### src/rtl/control_sequencer.sv
// control_sequencer
//
// Hardwired multi-cycle control unit for the bus-based datapath. It fetches
// an instruction (T0..T2, with a wait state in T1 until memory is ready),
// then decodes the latched IR and steps through the execute phase for
// register ALU, unary, multiply/divide, nop and halt instructions.
//
// Ports:
//   clk          rising-edge clock shared with the datapath
//   clr          asynchronous active-high reset
//   ir           IR contents: opcode [31:27], Ra [26:23], Rb [22:19], Rc [18:15]
//   mem_ready    memory data valid, only looked at in T1
//   PCout, ZLowout, ZHighout, MDRout       bus source selects
//   MARin, PCin, MDRin, IRin, Yin, ZLowIn,
//   ZHighIn, HIin, LOin                    register load enables
//   IncPC, Read                            PC increment / MDR takes MDatain
//   Rout         one-hot general-register bus source
//   Rin          one-hot general-register load (R0 never written)
//   operation    ALU opcode, driven only in T3/T4
//   run          high unless halted
//   instr_count  retired instruction counter (wraps)

module control_sequencer (
    input  logic        clk,
    input  logic        clr,
    input  logic [31:0] ir,
    input  logic        mem_ready,
    output logic        PCout,
    output logic        ZLowout,
    output logic        ZHighout,
    output logic        MDRout,
    output logic        MARin,
    output logic        PCin,
    output logic        MDRin,
    output logic        IRin,
    output logic        Yin,
    output logic        ZLowIn,
    output logic        ZHighIn,
    output logic        HIin,
    output logic        LOin,
    output logic        IncPC,
    output logic        Read,
    output logic [15:0] Rout,
    output logic [15:0] Rin,
    output logic [4:0]  operation,
    output logic        run,
    output logic [15:0] instr_count
);

    typedef enum logic [3:0] {
        RST, T0, T1, T2, T3, T4, T5, T6, HALT
    } state_t;

    state_t state, next_state;
    logic   retire;

    logic [4:0] opcode;
    logic [3:0] ra, rb, rc;
    logic       is_halt, is_exec, is_binary, is_muldiv;
    logic       unused_ir;

    assign opcode    = ir[31:27];
    assign ra        = ir[26:23];
    assign rb        = ir[22:19];
    assign rc        = ir[18:15];
    assign is_halt   = (opcode == 5'h1B);
    // Opcodes 0x00..0x12 have an execute phase; everything else except halt is a nop.
    assign is_exec   = (opcode <= 5'h12);
    assign is_binary = (opcode <= 5'h10);
    assign is_muldiv = (opcode == 5'h0F) || (opcode == 5'h10);

    // Low IR bits carry fields that none of these instruction classes use.
    assign unused_ir = ^ir[14:0];

    // State register; clr forces RST without waiting for a clock edge.
    always_ff @(posedge clk or posedge clr) begin
        if (clr)
            state <= RST;
        else
            state <= next_state;
    end

    // Retired-instruction counter, bumped on the edge that leaves a retiring step.
    always_ff @(posedge clk or posedge clr) begin
        if (clr)
            instr_count <= 16'h0000;
        else if (retire)
            instr_count <= instr_count + 16'h0001;
    end

    // Next-state and control decode. Every control defaults low so each state
    // only lists the strobes it raises.
    always_comb begin
        next_state = state;
        retire     = 1'b0;
        PCout      = 1'b0;
        ZLowout    = 1'b0;
        ZHighout   = 1'b0;
        MDRout     = 1'b0;
        MARin      = 1'b0;
        PCin       = 1'b0;
        MDRin      = 1'b0;
        IRin       = 1'b0;
        Yin        = 1'b0;
        ZLowIn     = 1'b0;
        ZHighIn    = 1'b0;
        HIin       = 1'b0;
        LOin       = 1'b0;
        IncPC      = 1'b0;
        Read       = 1'b0;
        Rout       = 16'h0000;
        Rin        = 16'h0000;
        operation  = 5'h00;
        run        = 1'b1;

        case (state)
            RST: next_state = T0;
            T0: begin
                PCout      = 1'b1;
                MARin      = 1'b1;
                IncPC      = 1'b1;
                next_state = T1;
            end
            T1: begin
                Read  = 1'b1;
                MDRin = 1'b1;
                if (mem_ready)
                    next_state = T2;
            end
            T2: begin
                MDRout = 1'b1;
                IRin   = 1'b1;
                // The branch uses the IR value being loaded on this edge.
                if (is_halt)
                    next_state = HALT;
                else if (is_exec)
                    next_state = T3;
                else begin
                    retire     = 1'b1;
                    next_state = T0;
                end
            end
            T3: begin
                Rout = 16'h0001 << rb;
                if (is_binary) begin
                    Yin        = 1'b1;
                    next_state = T4;
                end else begin
                    // Unary ops go straight through the ALU with Y unused.
                    operation  = opcode;
                    ZLowIn     = 1'b1;
                    next_state = T5;
                end
            end
            T4: begin
                Rout       = 16'h0001 << rc;
                operation  = opcode;
                ZLowIn     = 1'b1;
                ZHighIn    = 1'b1;
                next_state = T5;
            end
            T5: begin
                ZLowout = 1'b1;
                if (is_muldiv) begin
                    LOin       = 1'b1;
                    next_state = T6;
                end else begin
                    // R0 is hardwired, so its load enable is never raised.
                    Rin        = (ra != 4'd0) ? (16'h0001 << ra) : 16'h0000;
                    retire     = 1'b1;
                    next_state = T0;
                end
            end
            T6: begin
                ZHighout   = 1'b1;
                HIin       = 1'b1;
                retire     = 1'b1;
                next_state = T0;
            end
            HALT: run = 1'b0;
            default: next_state = RST;
        endcase
    end

endmodule

### config.mk
export PLATFORM = sky130hd
export DESIGN_NAME = control_sequencer
export DESIGN_NICKNAME = d
export VERILOG_FILES = /design/src/rtl/control_sequencer.sv
export SDC_FILE = /design/constraint.sdc
export NUM_CORES = 1
export LEC_CHECK = 0
export BUFFER_PORTS_ARGS = -buffer_cell sky130_fd_sc_hd__buf_4
export CAP_MARGIN = 10
export CORE_MARGIN = 4
export CORE_UTILIZATION = 38
export CTS_CLUSTER_DIAMETER = 100
export DETAILED_ROUTE_END_ITERATION = 7
export GPL_ROUTABILITY_DRIVEN = 0
export PLACE_DENSITY = 0.74
export SLEW_MARGIN = 20
export SYNTH_ARGS = -nofsm -noshare
export SYNTH_HDL_FRONTEND = slang
export SYNTH_SLANG_ARGS = --single-unit
### constraint.sdc
create_clock -name clk -period 1.92 [get_ports clk]
set_input_delay 0.384 -clock clk [delete_from_list [all_inputs] [get_ports clk]]
set_output_delay 0.384 -clock clk [all_outputs]
set_load 0.01 [all_outputs]
# Word level (Yosys, flattened, before mapping)
# Cells that the tools add are included.
# word_totals
regBits	20
out_inout_bits	69
# classes
add_sub_neg	1
order_cmp	2
n_eq_ne	12
shifts	3
n_mux	29
n_bitwise	1
n_reduce_logical	5
# ops
cell	n
two-way mux 16 bit	3
<< shifter 1 x 4 -> 16 bit (first input constant)	3
one-hot mux 16 bit (2 select lines)	1
one-hot mux 4 bit (8 select lines)	1
adder 16 x 1 -> 16 bit (second input constant)	1
equality test 4 x 3 -> 1 bit (second input constant)	4
two-way mux 1 bit	15
equality test 5 bit (second input constant)	2
less-or-equal comparator 5 bit (second input constant)	2
one-hot mux 5 bit (2 select lines)	1
equality test 4 x 2 -> 1 bit (second input constant)	2
two-way mux 4 bit	2
two-way mux 3 bit	2
equality test 5 x 4 -> 1 bit (second input constant)	1
two-way mux 5 bit	1
equality test 4 x 1 -> 1 bit (second input constant)	1
equality test 4 bit (second input constant)	1
logical NOT 4 bit	1
nonzero test 4 bit	1
one-hot mux 1 bit (3 select lines)	1
two-way mux 2 bit	1
inequality test 2 bit (second input constant)	1
one-hot mux 1 bit (2 select lines)	1
AND reduction 2 bit	1
3 further kinds	3

# Logic depth before layout (Yosys ltp)
# depth
word_depth	4
depth_mapped	8
mapped_depth_nobuf	7

# Worst setup path before layout
# No wires, ideal clock.
# synth_path
path_kind	register to output
start	reg state[0]
end	out Rin[1]
arrival_ns	1.545
path_slack_ns	-0.009
stages_incl_launch_ff	6
path_cell_list	dfrtp_1 buf_2 and4bb_2 o221ai_1 or3_1 nor2_1
# synth_via
elab_chain_cells	2
# synth_lines
element	line	source
from (decl)	54	state_t state, next_state;
from (signal assigned)	80	state <= next_state;
equality test 4 x 3 -> 1 bit	116	case (state)
two-way mux 16 bit	116	
to (decl)	44	output logic [15:0] Rin,
# Every way passes these cells.

# Worst setup path in the final report
# layout_path
start	reg state[3]
end	out Rin[3]
# Same word-level chain as after synthesis.

==> qor.yml <==
outcome:
  status: "complete, but fails checks"
  violations: "setup timing"
power_and_ir_drop:
  p_switching_uw: 1060
  power_frac_clock_pct: 10.1
  peakVddDrop_uv: 838
  switching_share_pct: 40.9
  p_comb_share_pct: 65.1
  power.density_mw_per_mm2: 915
  p_leak_uw: 0.00138
  p_seq_share_pct: 24.8
  internal_power_uw: 1530
  power_uw: 2590
routing:
  drt_first_pass_iters: 4
  drtIter0Drc: 66
  via_per_inst: 5.20
  drc_errors: 0
  ant_nets: 0
  post_drt_wl_per_cell_um: 14.9
  wl_um: 5370
  vias: 1872
global_routing:
  overflow: 0
  grt_pass1_wl_um: 7900
  antenna_found_initial: 0
  grt_use_total_pct: 18.2
  grt_pass1_vias: 1753
  grt_max_degree: 21
sta:
  setup_viol: 48
  fin_ws_ns: -0.229
  fin_crit_sh_pct: 112
  skew_ns: 0.00353
  fmax_mhz: 465
  slew_viol_final: 0
  grt_setup_unrepaired: "true"
  hold_viol: 0
  min_period_ns: 2.15
  holdWs_ns: 0.158
place:
  post-place-ws_ns: -0.271
  dp.cells: 339
  portBuffers: 86
  hpwl_um: 3490
yosys:
  postSynthAreaPerCell_um2: 7.95
  yosys.area.top_type: "dfrtp_1"
  synth.area.top_cells: "dfrtp_1 (33%), nor2_1 (11%), xnor2_1 (6.3%)"
  synthCells: 193
  synth_edf_count: 0
  ys_warn_count: 0
  ys_seq_area_share_pct: 32.6
  synthesis.area_mm2: 0.00154
  synth_most_common_cell: "nor2_1"
  synthFlopType: "dfrtp_1"
  synth_common_cells: "nor2_1 (43), dfrtp_1 (20), nand2_1 (17), xnor2_1 (11)"
  synth_top_area_share_pct: 32.6
  synthArstFlopShare_pct: 100
  synth.distinct_cells: 49
  synth_seq_cells: 20
job:
  drv_cap: 0
floorplanning:
  initial_core_util_pct: 40.7
  row_count: 22
  die-width_um: 71.6
  dieArea_mm2: 0.00512
  ios: 104
  core_area_mm2: 0.00377
  die-height_um: 71.6
clocking:
  clk_root_buffer_cell: "clkbuf_8"
  cts_htree_levels: 1
  insertion_delay_ns: 0.25
  clk_path_buf_depth: 2
  clkSinkCount: 20
  cts_hold_buf: 0
  path_clk_slew_ns: 0.07
  cts_buffers: 3
  cts_tree: "yes"
worst_setup_path:
  crit_fanout: 4
  path_buf_inv: 1
  cp-start-kind: "register"
  critical_path_arrival_ns: 1.77
  end_kind: "output pin"
  crit_path_top_delay_cell: "dfrtp_1"
  crit_type: "register to output pin"
  r2r_end: "instr_count[15]"
  cp.required_ns: 1.54
  critical_path.cell_chain: "and4bb_2, o221ai_4, or3_4, nor2_1, buf_4"
  rr_startpoint: "state[3]"
  path_delay_family: "simple AND/OR/NAND/NOR gates"
  reg2reg_setup_slack_ns: 0.05
  slowest_delay_ns: 0.42
  reg2reg_depth: 6
hold_path:
  min_path_type: "input pin to async pin"
cells_and_area:
  drive_gt1_share_pct: 55.8
  final_nets: 350
  finalNonFillerCells: 360
  synthToLayoutAreaGrowth_pct: 84.7
  fillers: 244
  diodes: 0
-- power by group through the flow --
stage / Clock [µW] / Sequential, µW / Combinational (µW)
3_5_place_dp: 0 / 638 / 1250
2_1_floorplan: 0 / 637 / 735
5_1_grt: 283 / 655 / 1810
3_3_place_gp: 0 / 637 / 1240
6_report: 262 / 643 / 1690
4_1_cts: 271 / 633 / 1440
-- flip-flops by register name (all words and copies together) (netlist names) --
signal       count
instr_count     16
state            4
-- cell type report --
| class | instances | area (µm²) | area share [%] |
|---|---|---|---|
| Multi-Input combinational cell | 153 | 1180 | 41.5 |
| Timing Repair Buffer | 125 | 1010 | 35.8 |
| Sequential cell | 20 | 500 | 17.7 |
| Tap cell | 48 | 60.1 | 2.12 |
| Clock buffer | 3 | 41.3 | 1.46 |
| Inverter | 11 | 41.3 | 1.46 |
-- worst max-delay path by stage --
stage / start / endpoint / depth (start not counted)
after floorplan: state[0] / Rin[1] / 5
after global placement: ir[27] / Rin[15] / 7
after detailed placement: ir[27] / Rin[15] / 7
after CTS: state[3] / Rin[2] / 5
after global routing: state[3] / Rin[2] / 5
final: state[3] / Rin[3] / 5
-- routing by layer --
metal / up-vias / global-route usage, % / share of wire (%)
met4: 0 / 3.97 / 1.4
met1: 884 / 24.2 / 40
met2: 81 / 30.7 / 52
met3: 11 / 3.23 / 7.2
li1: 896 / - / -
met5: - / 0 / 0
-- cell usage in the layout (no fill, tap or decap), types with 3 or more instances in the layout --
master | netlist | routed
a31oi_4 | 0 | 3
and2_1 | 4 | 4
and3_1 | 3 | 3
buf_4 | 7 | 107
buf_6 | 1 | 17
clkbuf_8 | 0 | 3
dfrtp_1 | 20 | 20
inv_1 | 10 | 9
nand2_1 | 17 | 14
nand2_2 | 0 | 4
nand2b_1 | 5 | 3
nand3_1 | 10 | 10
nand4_1 | 3 | 3
nor2_1 | 43 | 34
nor2_2 | 1 | 5
nor2_4 | 0 | 5
nor3_2 | 0 | 4
xnor2_1 | 11 | 11
xor2_1 | 4 | 4
-- metrics by stage --
stage | instance area (µm²) | TNS, ns | util [%]
global route | 2840 | -9.32 | 75.2
finish | 2840 | -5.81 | 75.2
global placement | 2350 | -4.52 | 62.2
CTS | 2590 | -4.14 | 68.8
detailed placement | 2350 | -4.98 | 62.2
floorplan | 1540 | -0.0276 | -
-- timing repair --
| item | 4_1_cts | 5_1_grt |
|---|---|---|
| setup endpoints to repair | 42 | 48 |
| buffers inserted | 5 | 12 |
| pin swaps | 13 | 14 |
| resized for setup | 36 | 33 |
| gates cloned | 0 | 1 |
-- tightest hold or removal path, stage by stage --
cell and delay [ns]:
buf_4 0.11, inv_1 0.04, buf_4 0.26
-- logic make-up (layout without fill, tap and decap cells) --
kind of cell | count (synthesis) | count (layout) | share of synthesized area [%]
multiplexers | 1 | 1 | 0.733
flip-flops | 20 | 20 | 32.6
XOR/XNOR | 15 | 15 | 8.56
adder cells (fa/ha/maj) | 1 | 1 | 0.815
AO/OA/AOI/OAI | 21 | 21 | 11.9
other | 1 | 2 | 0.244
buffers and inverters | 22 | 139 | 7.66
AND/OR/NAND/NOR | 112 | 113 | 37.5
Power figures use the tool's default switching activity.
